`src/rtl/alu_arb2.sv`:
```
// Round-robin arbiter/sequencer sharing one registered-latency ALU between two requesters.
// Latches the winner's operands, waits ALU_LAT edges, captures result and pulses that port's done.
module alu_arb2 #(
    parameter int W       = 4,
    parameter int OPW     = 4,
    parameter int ALU_LAT = 1
) (
    input  logic           i_clk,
    input  logic           i_rst_n,
    input  logic           i_req0,
    input  logic           i_req1,
    input  logic [W-1:0]   i_a0,
    input  logic [W-1:0]   i_b0,
    input  logic [OPW-1:0] i_m0,
    input  logic           i_cin0,
    input  logic [W-1:0]   i_a1,
    input  logic [W-1:0]   i_b1,
    input  logic [OPW-1:0] i_m1,
    input  logic           i_cin1,
    output logic           o_done0,
    output logic           o_done1,
    output logic [W-1:0]   o_res,
    output logic           o_res_of,
    output logic           o_busy,
    output logic           o_owner,
    output logic [W-1:0]   o_alu_a,
    output logic [W-1:0]   o_alu_b,
    output logic [OPW-1:0] o_alu_m,
    output logic           o_alu_cin,
    input  logic [W-1:0]   i_alu_r,
    input  logic           i_alu_of
);

    // state  | meaning
    // IDLE   | arbitrate; grant latches operands and loads cnt
    // RUN    | operands applied to ALU; cnt counts down to 1
    // SAMPLE | alu_r/alu_of valid; captured on leaving
    // DONE   | done pulse for owner
    typedef enum logic [1:0] {
        S_IDLE   = 2'd0,
        S_RUN    = 2'd1,
        S_SAMPLE = 2'd2,
        S_DONE   = 2'd3
    } state_t;

    localparam int CNT_W = 3;

    state_t           r_state;
    state_t           w_state_nxt;
    logic [CNT_W-1:0] r_cnt;
    logic             r_last;
    logic             r_owner;
    logic [W-1:0]     r_alu_a;
    logic [W-1:0]     r_alu_b;
    logic [OPW-1:0]   r_alu_m;
    logic             r_alu_cin;
    logic [W-1:0]     r_res;
    logic             r_res_of;
    logic             r_done0;
    logic             r_done1;

    logic             w_any_req;
    logic             w_grant_port;
    logic             w_grant;
    logic             w_capture;
    logic             w_cnt_dec;
    logic             w_busy;

    assign w_any_req    = i_req0 | i_req1;
    // On a tie the port that did not win last time gets the ALU.
    assign w_grant_port = (i_req0 & i_req1) ? ~r_last : i_req1;

    always_ff @(posedge i_clk or negedge i_rst_n) begin
        if (!i_rst_n) begin
            r_state <= S_IDLE;
        end else begin
            r_state <= w_state_nxt;
        end
    end

    always_comb begin
        w_state_nxt = r_state;
        case (r_state)
            S_IDLE:   if (w_any_req) w_state_nxt = S_RUN;
            S_RUN:    if (r_cnt == CNT_W'(1)) w_state_nxt = S_SAMPLE;
            S_SAMPLE: w_state_nxt = S_DONE;
            S_DONE:   w_state_nxt = S_IDLE;
            default:  w_state_nxt = S_IDLE;
        endcase
    end

    always_comb begin
        w_busy    = 1'b1;
        w_grant   = 1'b0;
        w_capture = 1'b0;
        w_cnt_dec = 1'b0;
        case (r_state)
            S_IDLE: begin
                w_busy  = 1'b0;
                w_grant = w_any_req;
            end
            S_RUN:    w_cnt_dec = 1'b1;
            S_SAMPLE: w_capture = 1'b1;
            default:  ;
        endcase
    end

    always_ff @(posedge i_clk or negedge i_rst_n) begin
        if (!i_rst_n) begin
            r_cnt     <= '0;
            r_last    <= 1'b1;
            r_owner   <= 1'b0;
            r_alu_a   <= '0;
            r_alu_b   <= '0;
            r_alu_m   <= '0;
            r_alu_cin <= 1'b0;
        end else begin
            if (w_grant) begin
                r_cnt     <= CNT_W'(ALU_LAT);
                r_owner   <= w_grant_port;
                r_alu_a   <= w_grant_port ? i_a1   : i_a0;
                r_alu_b   <= w_grant_port ? i_b1   : i_b0;
                r_alu_m   <= w_grant_port ? i_m1   : i_m0;
                r_alu_cin <= w_grant_port ? i_cin1 : i_cin0;
            end else if (w_cnt_dec && r_cnt != '0) begin
                r_cnt <= r_cnt - CNT_W'(1);
            end
            if (w_capture) begin
                r_last <= r_owner;
            end
        end
    end

    always_ff @(posedge i_clk or negedge i_rst_n) begin
        if (!i_rst_n) begin
            r_res    <= '0;
            r_res_of <= 1'b0;
            r_done0  <= 1'b0;
            r_done1  <= 1'b0;
        end else begin
            if (w_capture) begin
                r_res    <= i_alu_r;
                r_res_of <= i_alu_of;
            end
            r_done0 <= w_capture & ~r_owner;
            r_done1 <= w_capture &  r_owner;
        end
    end

    assign o_done0   = r_done0;
    assign o_done1   = r_done1;
    assign o_res     = r_res;
    assign o_res_of  = r_res_of;
    assign o_busy    = w_busy;
    assign o_owner   = r_owner;
    assign o_alu_a   = r_alu_a;
    assign o_alu_b   = r_alu_b;
    assign o_alu_m   = r_alu_m;
    assign o_alu_cin = r_alu_cin;

endmodule

```
`config.mk`:
```
export PLATFORM = sky130hd
export DESIGN_NAME = alu_arb2
export DESIGN_NICKNAME = d
export VERILOG_FILES = /design/src/rtl/alu_arb2.sv
export SDC_FILE = /design/constraint.sdc
export NUM_CORES = 1
export LEC_CHECK = 0
export CORE_MARGIN = 4
export CORE_UTILIZATION = 41
export DETAILED_ROUTE_END_ITERATION = 8
export PLACE_DENSITY = 0.77
export SYNTH_ARGS = -nofsm -noshare
export SYNTH_HDL_FRONTEND = slang
export SYNTH_SLANG_ARGS = --single-unit
```
`constraint.sdc`:
```
create_clock -name i_clk -period 1.6 [get_ports i_clk]
set_input_delay 0.16 -clock i_clk [delete_from_list [all_inputs] [get_ports i_clk]]
set_output_delay 0.16 -clock i_clk [all_outputs]
set_load 0.01 [all_outputs]
```
==> results list, run 1 <==
* Syn Area/Cell: 10.02 sq um
* Worst setup path class: register to output port
- Chip Height: 63.49 um
- Proportion of netlist area held by the largest area contributor: 51.54%
- STA classifies the critical path endpoint as an output port.
- At the later pin of the worst-skew pair, clock insertion delay measures 0.33 ns.
- Clock sink total: 27
- For this design the top-level I/O count stands at 57.
- Netlist Area Pre-Place: 1262 sq um
* Final critical path time including I/O delays and setup: 1.549 ns
* Final Hold Viols: 0
- Starting utilization of the core area: 44.25%
- Of the available clock period, the critical path in the final layout requires 96.81%.
* Net Count, Synth: 167
- Via count of the first global-routing pass: 1,241
- Yosys printed 0 warnings.
- At the pin with the least slew margin, the transition time is 0.3589 ns.
- The count of nets left with antenna violations once routing finished came out at 0.
- Critical path's slowest cell: sky130_fd_sc_hd__dfrtp_1
- Max-cap check violation count: 0
* Quantity of I/O buffers inserted on ports: 56
- Area Overhead vs Synth: 52.33%
- At the worst endpoint, the arrival time is 1.39 ns.
- For this block, the initial DRC count from the detailed router was 53.
* Crit-path cells: inv_1 -> ha_4 -> inv_2 -> dlygate4sd2_1
- After legalization and detailed placement, the total HPWL measured 2544 um.
* GRT Residual Overflow: 0
- Across every metal layer, demand over resource in global routing totals 17.99%.
- Power spread over the standard cell area amounts to 1800 nW/um^2.
- Worst hold-check path type: input pin to async pin
* Max-slew headroom: 76.07%
* Count of standard-cell rows: 19
* Diodes inserted: 0
- Largest fanout on the critical path: 4
- Wirelength per Cell: 15.58 um
- Detailed routing inserted a total of 1,121 vias.
- The library cells used most frequently in the layout, excluding fill and tap cells, are 55 x sky130_fd_sc_hd__clkdlybuf4s50_1, 27 x sky130_fd_sc_hd__a21oi_1, 26 x sky130_fd_sc_hd__dfrtp_1, 16 x sky130_fd_sc_hd__nor2_1, 15 x sky130_fd_sc_hd__nand2_1.
- Cells fill 67.41% of the core in the end.
* Final Max Slew Viols: 0
- The netlist uses 24 different library cells.
- The die covers 4031 sq um.
- Data on the critical path is required at its endpoint by 1.44 ns.
* Min setup slack post-route: 0.05102 ns
- The first global-routing pass estimated 5796 um of wire.
- Counting the buffers created by CTS gives 3.
- Achievable Freq: 645.6 MHz
- Entering global routing, the biggest net connects 28 pins.
* Crit path largest cell delay: 0.43 ns
- STA classifies the critical path startpoint as a register.
- # fillers: 224
- CTS placed an instance of sky130_fd_sc_hd__clkbuf_4 at the clock tree root.
- The post-route netlist has 12.23% of its cells at a drive strength greater than 1.
* Status: complete, no violations
* Antenna violations before repair: 0
* Die boundary width: 63.49 um
- Clock tree from TritonCTS: done
* Maximum buffer depth of the clock tree: 2
* Instance count of the mapped netlist: 126
- Leading cell types by total area after synthesis: sky130_fd_sc_hd__dfrtp_1 52%, sky130_fd_sc_hd__a21oi_1 11%, sky130_fd_sc_hd__ha_1 5.9%, sky130_fd_sc_hd__mux2_2 5.4%, sky130_fd_sc_hd__nor2_1 4.8%
* Leading cell type in the layout, fill and taps excluded: sky130_fd_sc_hd__clkdlybuf4s50_1
* Leakage power total: 0.8392 nW
- At the end of the flow, the number of nets in the layout was 230.
- Wire length reported by the detailed router: 3411 um
- Vias per cell: 5.119
- At the end of routability-driven placement, the weighted congestion stood at 0.7688.
* CTS H-tree lvls: 1
* Setup-violating endpoint count in the final report: 0
- For this run, the detailed router's first-pass iteration total came to 4.
- Before CTS, the worst setup slack after placement is 0.04356 ns.
* Clock slew at the register clock pins of the worst setup and hold paths: 0.15 ns
- DRC violation count after routing: 0
- Sequential-to-total area share from yosys stat: 53.62%
* Setup Skew: 0.01069 ns
- Sum of internal, switching and leakage power: 0.003462 W
- Final-layout setup total negative slack: 0 ns
- The worst-case IR drop observed on VDD is 0.9318 mV.
- Core Box Area: 2853 sq um
* Yosys top cell by area: sky130_fd_sc_hd__dfrtp_1
- In this run, synthesis produced a sequential element count of 27.
==> Yosys cell counts, drive strengths merged <==
master  instances
buf             4
ha              6
nor2b           3
a21boi          1
nor2           16
or3             2
nand3           1
o32a            2
mux2i           1
a21bo           1
o21a            1
a21oi          27
o21ai           4
mux2            7
inv             6
dfrtp          26
and2            1
dfstp           1
nand2          15
clkbuf          1
==> kinds of logic (layout without fill, tap and decap cells) <==
| kind of cell | after synthesis | after routing | synth area share (%) |
|---|---|---|---|
| mux | 8 | 8 | 7.333 |
| fa+ha+maj | 6 | 6 | 5.946 |
| flops | 27 | 27 | 53.62 |
| simple gates | 38 | 38 | 12.59 |
| buf+inv | 11 | 73 | 4.063 |
| compound gates | 36 | 36 | 16.45 |
==> worst max-delay path, delay by kind of cell (launching register included) <==
| family | cells | cell delay, ns |
|---|---|---|
| buffers and inverters | 3 | 0.47 |
| adders and majority gates | 1 | 0.18 |
| DFF | 1 | 0.43 |
==> routing by layer <==
metal,GRT usage (%),wire [um],vias up
li1,-,-,544
met1,21.89,1406,544
met2,31.55,1835,29
met3,1.954,115,4
met4,8.356,54,0
met5,0,0,-
==> report_power, final <==
part | switching (W) | internal, W | total, W
logic | 0.000867 | 0.00106 | 0.00193
registers | 0.000207 | 0.00103 | 0.00124
clock network | 0.000202 | 0.0000978 | 0.000300
==> final timing paths <==
| check | start | to | slack [ns] | cells past startpoint |
|---|---|---|---|---|
| setup / recovery | r_state[0]$_DFFE_PN0P_ | o_busy | 0.05 | 4 |
| hold / removal | i_rst_n | o_res_of$_DFFE_PN0N_ | 0.18 | 2 |
| setup reg to reg | r_state[0]$_DFFE_PN0P_ | r_state[1]$_DFFE_PN0P_ | 0.06 | 5 |
| hold reg to reg | o_owner$_DFFE_PN0P_ | o_done0$_DFF_PN0_ | 0.52 | 1 |
| max in group asynchronous | i_rst_n | r_last$_DFFE_PN1N_ | 1.12 | 2 |
| min in group i_clk | i_cin0 | o_alu_cin$_DFFE_PN0P_ | 0.35 | 3 |
==> stage by stage <==
stage               cell area (sq um)  std cells  hold slack, ns
finish                           1923        219          0.1805
global route                     1923        219          0.1932
CTS                              1898        217          0.1871
detailed placement               1871        213          0.4991
global placement                 1871        213          0.4909
floorplan                        1262        126         -0.1356
==> timing repair <==
action | 4_1_cts | 5_1_grt
endpoints found under the setup margin | 1 | 1
hold endpoints to repair | 0 | 0
buffers inserted | 0 | 2
resized for setup | 2 | 1
pin swaps | 0 | 0
hold buffers | 0 | 0
==> registers in the layout, summed over array words and instances (netlist names) <==
signal     flops
o_alu_a        4
o_alu_b        4
o_alu_cin      1
o_alu_m        4
o_done0        1
o_done1        1
o_owner        1
o_res          4
o_res_of       1
r_cnt          3
r_last         1
r_state        2
==> cell type report <==
class	instances	area (sq um)	share of cell area, %
Tap cell	31	38.79	2.017
Inverter	6	22.52	1.171
Timing Repair Buffer	63	611.8	31.82
Clock buffer	4	26.28	1.366
Sequential cell	27	676.9	35.20
Multi-Input combinational cell	88	546.8	28.43
Note: power is estimated with default switching activity, not from simulation.
==> run 2, diff against run 1 <==
--- a/config.mk
+++ b/config.mk
@@ -9,6 +9,7 @@
 export CORE_UTILIZATION = 41
 export DETAILED_ROUTE_END_ITERATION = 8
 export PLACE_DENSITY = 0.77
+export RECOVER_POWER = 100
 export SYNTH_ARGS = -nofsm -noshare
 export SYNTH_HDL_FRONTEND = slang
 export SYNTH_SLANG_ARGS = --single-unit
==> results list, run 2 (synthesis results as in run 1) <==
- Summed over all layers, the global routing overflow is 0.
* CP Launch Type: register
* Clock sink total: 27
- Entering global routing, the biggest net connects 28 pins.
- Counting tap cells, the placed design contains a total of 213 instances.
- Clock-pin slew was measured on the worst setup and hold paths at 0.15 ns.
* Max-slew headroom: 55.74%
- Die boundary width: 63.49 um
* Wirelength per Cell: 15.53 um
- No sink is reached through more buffers than the 2 on the longest clock path.
- Of the available clock period, the critical path in the final layout requires 96.86%.
- The via count of the first global-routing pass was 1,241.
- For this run, the post-layout net count is 230.
* Routability congestion estimate from global placement: 0.7688
* Leakage power total: 0.8366 nW
* Max IR drop VDD: 0.9314 mV
- Across the routed clock network, the largest skew measured is 0.009482 ns.
- The hold violation count in the final report is 0.
- Setup-violating endpoint count in the final report: 0
- Once detailed placement completed, the half-perimeter wirelength came to 2544 um.
* Achievable Freq: 645.3 MHz
* Clock tree from TritonCTS: done
- Final critical path time including I/O delays and setup: 1.550 ns
- CTS Buf Count: 3
* Diodes inserted: 0
- Cell Pwr Density: 1800 nW/um^2
- Wire length reported by the detailed router: 3402 um
- The number of pins with negative max-slew slack in the final report was 0.
- Starting utilization of the core area: 44.25%
* First-pass detailed-route iteration total: 4
* Kind of end point of the critical path: output port
- Measured along the y axis, the die boundary spans 63.49 um.
* Slew at the pin closest to its max-slew limit: 0.6639 ns
- Final Instance Count excl. Fillers: 219
* Worst setup path class: register to output port
- Die Footprint: 4031 sq um
* CTS root buf: sky130_fd_sc_hd__clkbuf_4
- After detailed routing, the number of vias per cell comes to 5.119.
- At the worst endpoint, the required time is 1.44 ns.
- The tightest min-delay check is of the input pin to register type.
* Antenna violations before repair: 0
* Post-Place Setup Slack: 0.04356 ns
- Pin placement for this block handled 57 I/O pins.
- The final route contains 1,121 vias.
- Placed cell areas: 1871 sq um
- Max-cap violations in this run came to 0.
- Of all nets on the critical path, the largest fanout is 4.
* Overall global routing resource usage: 17.99%
- Quantity of I/O buffers inserted on ports: 56
- In the global route stage, met3 resource usage came out at 1.954%.
- Grt met2 use: 31.55%
- Clock latency on the worst-skew pair: 0.33 ns
* Count of antenna-violating nets left after detailed routing: 0
* Arrival time at the worst endpoint: 1.39 ns
- Share of cells above drive strength 1: 12.23%
- CTS H-tree lvls: 1
- In the post-route analysis, the smallest setup slack over all paths is 0.05021 ns.
- Final core occ: 67.15%
* Leading cell type in the layout, fill and taps excluded: sky130_fd_sc_hd__clkdlybuf4s50_1
* Wire length of the first global-routing pass: 5796 um
- Leaving out fill and tap cells, the most frequent cells in the layout are 54 x sky130_fd_sc_hd__clkdlybuf4s50_1, 27 x sky130_fd_sc_hd__a21oi_1, 26 x sky130_fd_sc_hd__dfrtp_1, 16 x sky130_fd_sc_hd__nor2_1, 15 x sky130_fd_sc_hd__nand2_1.
- Fraction of met1 tracks used by global routing: 21.89%
- Most used routing layer: met2
- Design Area, Final: 1916 sq um
* Count of standard-cell rows: 19
* Number of DRC markers after the initial detailed-route iteration: 62
* DRC violation count after routing: 0
* Status: complete, no violations
* Area Overhead vs Synth: 51.73%
- The core region is 2853 sq um.
run 2: path summary, 6_finish.rpt:
| kind | start | endpoint | slack [ns] | cells after the start |
|---|---|---|---|---|
| setup / recovery | r_state[0]$_DFFE_PN0P_ | o_busy | 0.05 | 4 |
| hold / removal | i_cin0 | o_alu_cin$_DFFE_PN0P_ | 0.35 | 3 |
| setup reg to reg | r_state[0]$_DFFE_PN0P_ | r_state[1]$_DFFE_PN0P_ | 0.06 | 5 |
| hold reg to reg | o_owner$_DFFE_PN0P_ | o_done0$_DFF_PN0_ | 0.52 | 1 |
| max in group asynchronous | i_rst_n | o_owner$_DFFE_PN0P_ | 0.80 | 2 |
| min in group asynchronous | i_rst_n | o_res_of$_DFFE_PN0N_ | 0.37 | 2 |
run 2: repair_timing:
item | in CTS | in global routing
gates resized for setup | 2 | 1
hold buffers | 0 | 0
gates cloned | 0 | 0
endpoints found under the setup margin | 1 | 1
setup buffers | 0 | 2
run 2: worst max-delay path, stage by stage (launching register included):
cell	delay [ns]
sky130_fd_sc_hd__dfrtp_1	0.43
sky130_fd_sc_hd__inv_1	0.13
sky130_fd_sc_hd__ha_4	0.18
sky130_fd_sc_hd__inv_2	0.05
sky130_fd_sc_hd__dlygate4sd2_1	0.28
run 2: cell type report:
type	count	area, sq um
Timing Repair Buffer	63	604.3
Fill cell	227	937.1
Tap cell	31	38.79
Inverter	6	22.52
Sequential cell	27	676.9
Multi-Input combinational cell	88	546.8
Clock buffer	4	26.28
run 2: power breakdown:
group | internal [W] | total (W) | leakage (nW) | switching [W]
clock network | 0.0000979 | 0.000300 | 0.0150 | 0.000202
logic | 0.00104 | 0.00191 | 0.507 | 0.000866
registers | 0.00103 | 0.00124 | 0.314 | 0.000209
run 2: per-layer routing:
layer  wire (um)  share of wire (%)
met5           0                  0
met4          54                1.6
met3          89                2.6
met2        1830                 54
met1        1428                 42
run 2: per-stage QoR:
stage               setup TNS (ns)  hold WS [ns]  power (W)
CTS                              0        0.1871   0.003424
global route              -0.02311        0.3391   0.003714
finish                           0        0.3484   0.003449
global placement                 0        0.4909   0.003029
floorplan                        0       -0.1356   0.002198
detailed placement               0        0.4991   0.003111
==> run 3, diff against run 2 <==
--- a/config.mk
+++ b/config.mk
@@ -6,9 +6,9 @@
 export NUM_CORES = 1
 export LEC_CHECK = 0
 export CORE_MARGIN = 4
-export CORE_UTILIZATION = 41
+export CORE_UTILIZATION = 39
 export DETAILED_ROUTE_END_ITERATION = 8
-export PLACE_DENSITY = 0.77
+export PLACE_DENSITY = 0.74
 export RECOVER_POWER = 100
 export SYNTH_ARGS = -nofsm -noshare
 export SYNTH_HDL_FRONTEND = slang
==> results list, run 3 (synthesis results as in run 1) <==
- Status: complete, no violations
- The internal portion of the total power is 0.002071 W.
- Counting along the longest clock path gives a buffer depth of 2.
- For this design the total switching power over the nets is 0.001246 W.
- TritonCTS built the clock tree.
* Chip Height: 64.90 um
- After filler insertion, the fill cell instance count of the layout stands at 253.
* Final Hold Viols: 0
* Wirelength per Cell: 13.85 um
- Clock sink total: 27
* Antenna violations before repair: 0
- Clock-pin slew was measured on the worst setup and hold paths at 0.16 ns.
- VDD sags by at most 0.8521 mV.
* Kind of end point of the critical path: output port
* Setup Skew: 0.01633 ns
- Routability congestion estimate from global placement: 0.7205
* Die Footprint: 4211 sq um
- Summed over all layers, the routed wires come to 3199 um.
- GRT Residual Overflow: 0
* Die boundary width: 64.90 um
- In the routed design, unresolved DRC markers number 0.
* Leakage power total: 0.8415 nW
- In this design, the stage delay of the slowest critical-path cell is 0.42 ns.
* Diodes inserted: 0
* Final core occ: 63.05%
* Sum of internal, switching and leakage power: 0.003317 W
- During placement, the flow inserted port buffers numbering 56.
- In the final design database the tool counted 229 nets.
* Clock latency on the worst-skew pair: 0.32 ns
- CTS H-tree lvls: 1
- The slowest stage of the critical path is the sky130_fd_sc_hd__dfrtp_1 cell.
- FF+latch area: 676.9 sq um
* Max-cap check violation count: 0
- Placed cell count: 226
- For this run, the number of standard cells in the final layout without fillers is 231.
- Unrepaired setup endpoints after global routing: no
- Timing would allow up to 652.7 MHz.
- Most frequent cells in the layout: 34 x sky130_fd_sc_hd__clkdlybuf4s50_1, 27 x sky130_fd_sc_hd__a21oi_1, 26 x sky130_fd_sc_hd__dfrtp_1, 21 x sky130_fd_sc_hd__dlygate4sd3_1, 16 x sky130_fd_sc_hd__nor2_1
* Via count: 1,111
* Leading cell type in the layout, fill and taps excluded: sky130_fd_sc_hd__clkdlybuf4s50_1
- Post-cts hold buffer count: 0
- Setup violations remaining at the end of the flow were counted as 0.
* Area Overhead vs Synth: 53.72%
- After detailed routing, the number of vias per cell comes to 4.810.
- Combinational logic is responsible for 54.4% of the overall power.
- CP Launch Type: register
- Register share of total power: 36.7%
- Crit-path cells: inv_1 -> ha_4 -> inv_2 -> dlygate4sd2_1
* Worst setup path class: register to output port
- In this run, the clock network consumes 8.9% of the power.
- First-pass detailed-route iteration total: 4
* Overall global routing resource usage: 16.23%
* Starting utilization of the core area: 41.02%
- Crit share post-route: 95.75%
- Across all register-to-register paths, the minimum setup slack is 0.07 ns.
* Count of standard-cell rows: 20
- Number of DRC markers after the initial detailed-route iteration: 36
- Largest fanout on the critical path: 4
* Final-layout setup total negative slack: 0 ns
* Core Box Area: 3078 sq um
- Pin count of the biggest net entering global routing: 28
- Buffers inserted during clock tree synthesis total 3.
* Final Max Slew Viols: 0
- CTS root buf: sky130_fd_sc_hd__clkbuf_4
- For the pin with the worst max-slew slack, the measured transition is 0.6532 ns.
- For this design the top-level I/O count stands at 57.
* Hold WS: 0.3513 ns
* Required time reported for the critical path endpoint: 1.44 ns
* Count of antenna-violating nets left after detailed routing: 0
* Arrival time at the worst endpoint: 1.37 ns
- Max-slew headroom: 56.45%
- Power spread over the standard cell area amounts to 1709 nW/um^2.
- Summed over all nets, the half-perimeter wirelength after detailed placement is 2464 um.
- Share of cells above drive strength 1: 12.30%
- Worst hold-check path type: input pin to register
* Via count of the first global-routing pass: 1,212
- Wire length of the first global-routing pass: 5299 um
* Footprint of the multi-input gates: 546.8 sq um
- Final critical path time including I/O delays and setup: 1.532 ns
* Switching fraction of total power: 37.56%
[run 3: area by class of cell]
cell class / count / area share (%)
Sequential cell: 27 / 34.88
Timing Repair Buffer: 62 / 31.53
Multi-Input combinational cell: 88 / 28.18
Tap cell: 44 / 2.837
Clock buffer: 3 / 1.161
Inverter: 6 / 1.161
Clock inverter: 1 / 0.2579
[run 3: worst max-delay path: cells and delay by family (launching register included)]
kind | cells | cell delay [ns]
buffers and inverters | 3 | 0.45
DFF | 1 | 0.42
adders and majority gates | 1 | 0.18
[run 3: final timing paths]
path,from,end,cells past startpoint
max,r_state[0]$_DFFE_PN0P_,o_busy,4
min,i_m0[1],o_alu_m[1]$_DFFE_PN0P_,3
max reg2reg,r_state[0]$_DFFE_PN0P_,r_state[1]$_DFFE_PN0P_,5
min reg2reg,o_owner$_DFFE_PN0P_,o_done0$_DFF_PN0_,1
max in group asynchronous,i_rst_n,o_alu_a[2]$_DFFE_PN0P_,2
min in group asynchronous,i_rst_n,o_res[3]$_DFFE_PN0N_,2
[run 3: per-layer routing]
layer  share of wire [%]  track usage (%)
met1                  45            19.63
met2                  52            28.74
met3                 2.1            1.733
met4                 1.3            7.388
met5                   0                0
[run 3: repair_timing]
| item | in CTS | in global routing |
|---|---|---|
| endpoints found under the setup margin | 1 | 1 |
| resized for setup | 1 | 2 |
| setup buffers | 1 | 0 |
[run 3: power groups by stage]
stage	clock, W	sequential, W	combinational, W
finish	0.000295	0.00122	0.00180
CTS	0.000299	0.00123	0.00190
global route	0.000333	0.00127	0.00198
detailed placement	0	0.00125	0.00187
global placement	0	0.00123	0.00181
floorplan	0	0.00134	0.000853
[run 3: per-stage QoR]
| stage | worst slack, ns | instance area [sq um] |
|---|---|---|
| after CTS | 0.01476 | 1933 |
| after global placement | 0.1353 | 1899 |
| final | 0.06797 | 1941 |
| after detailed placement | 0.06717 | 1899 |
| after global routing | 0.01601 | 1941 |
| after floorplan | 0.1361 | 1262 |
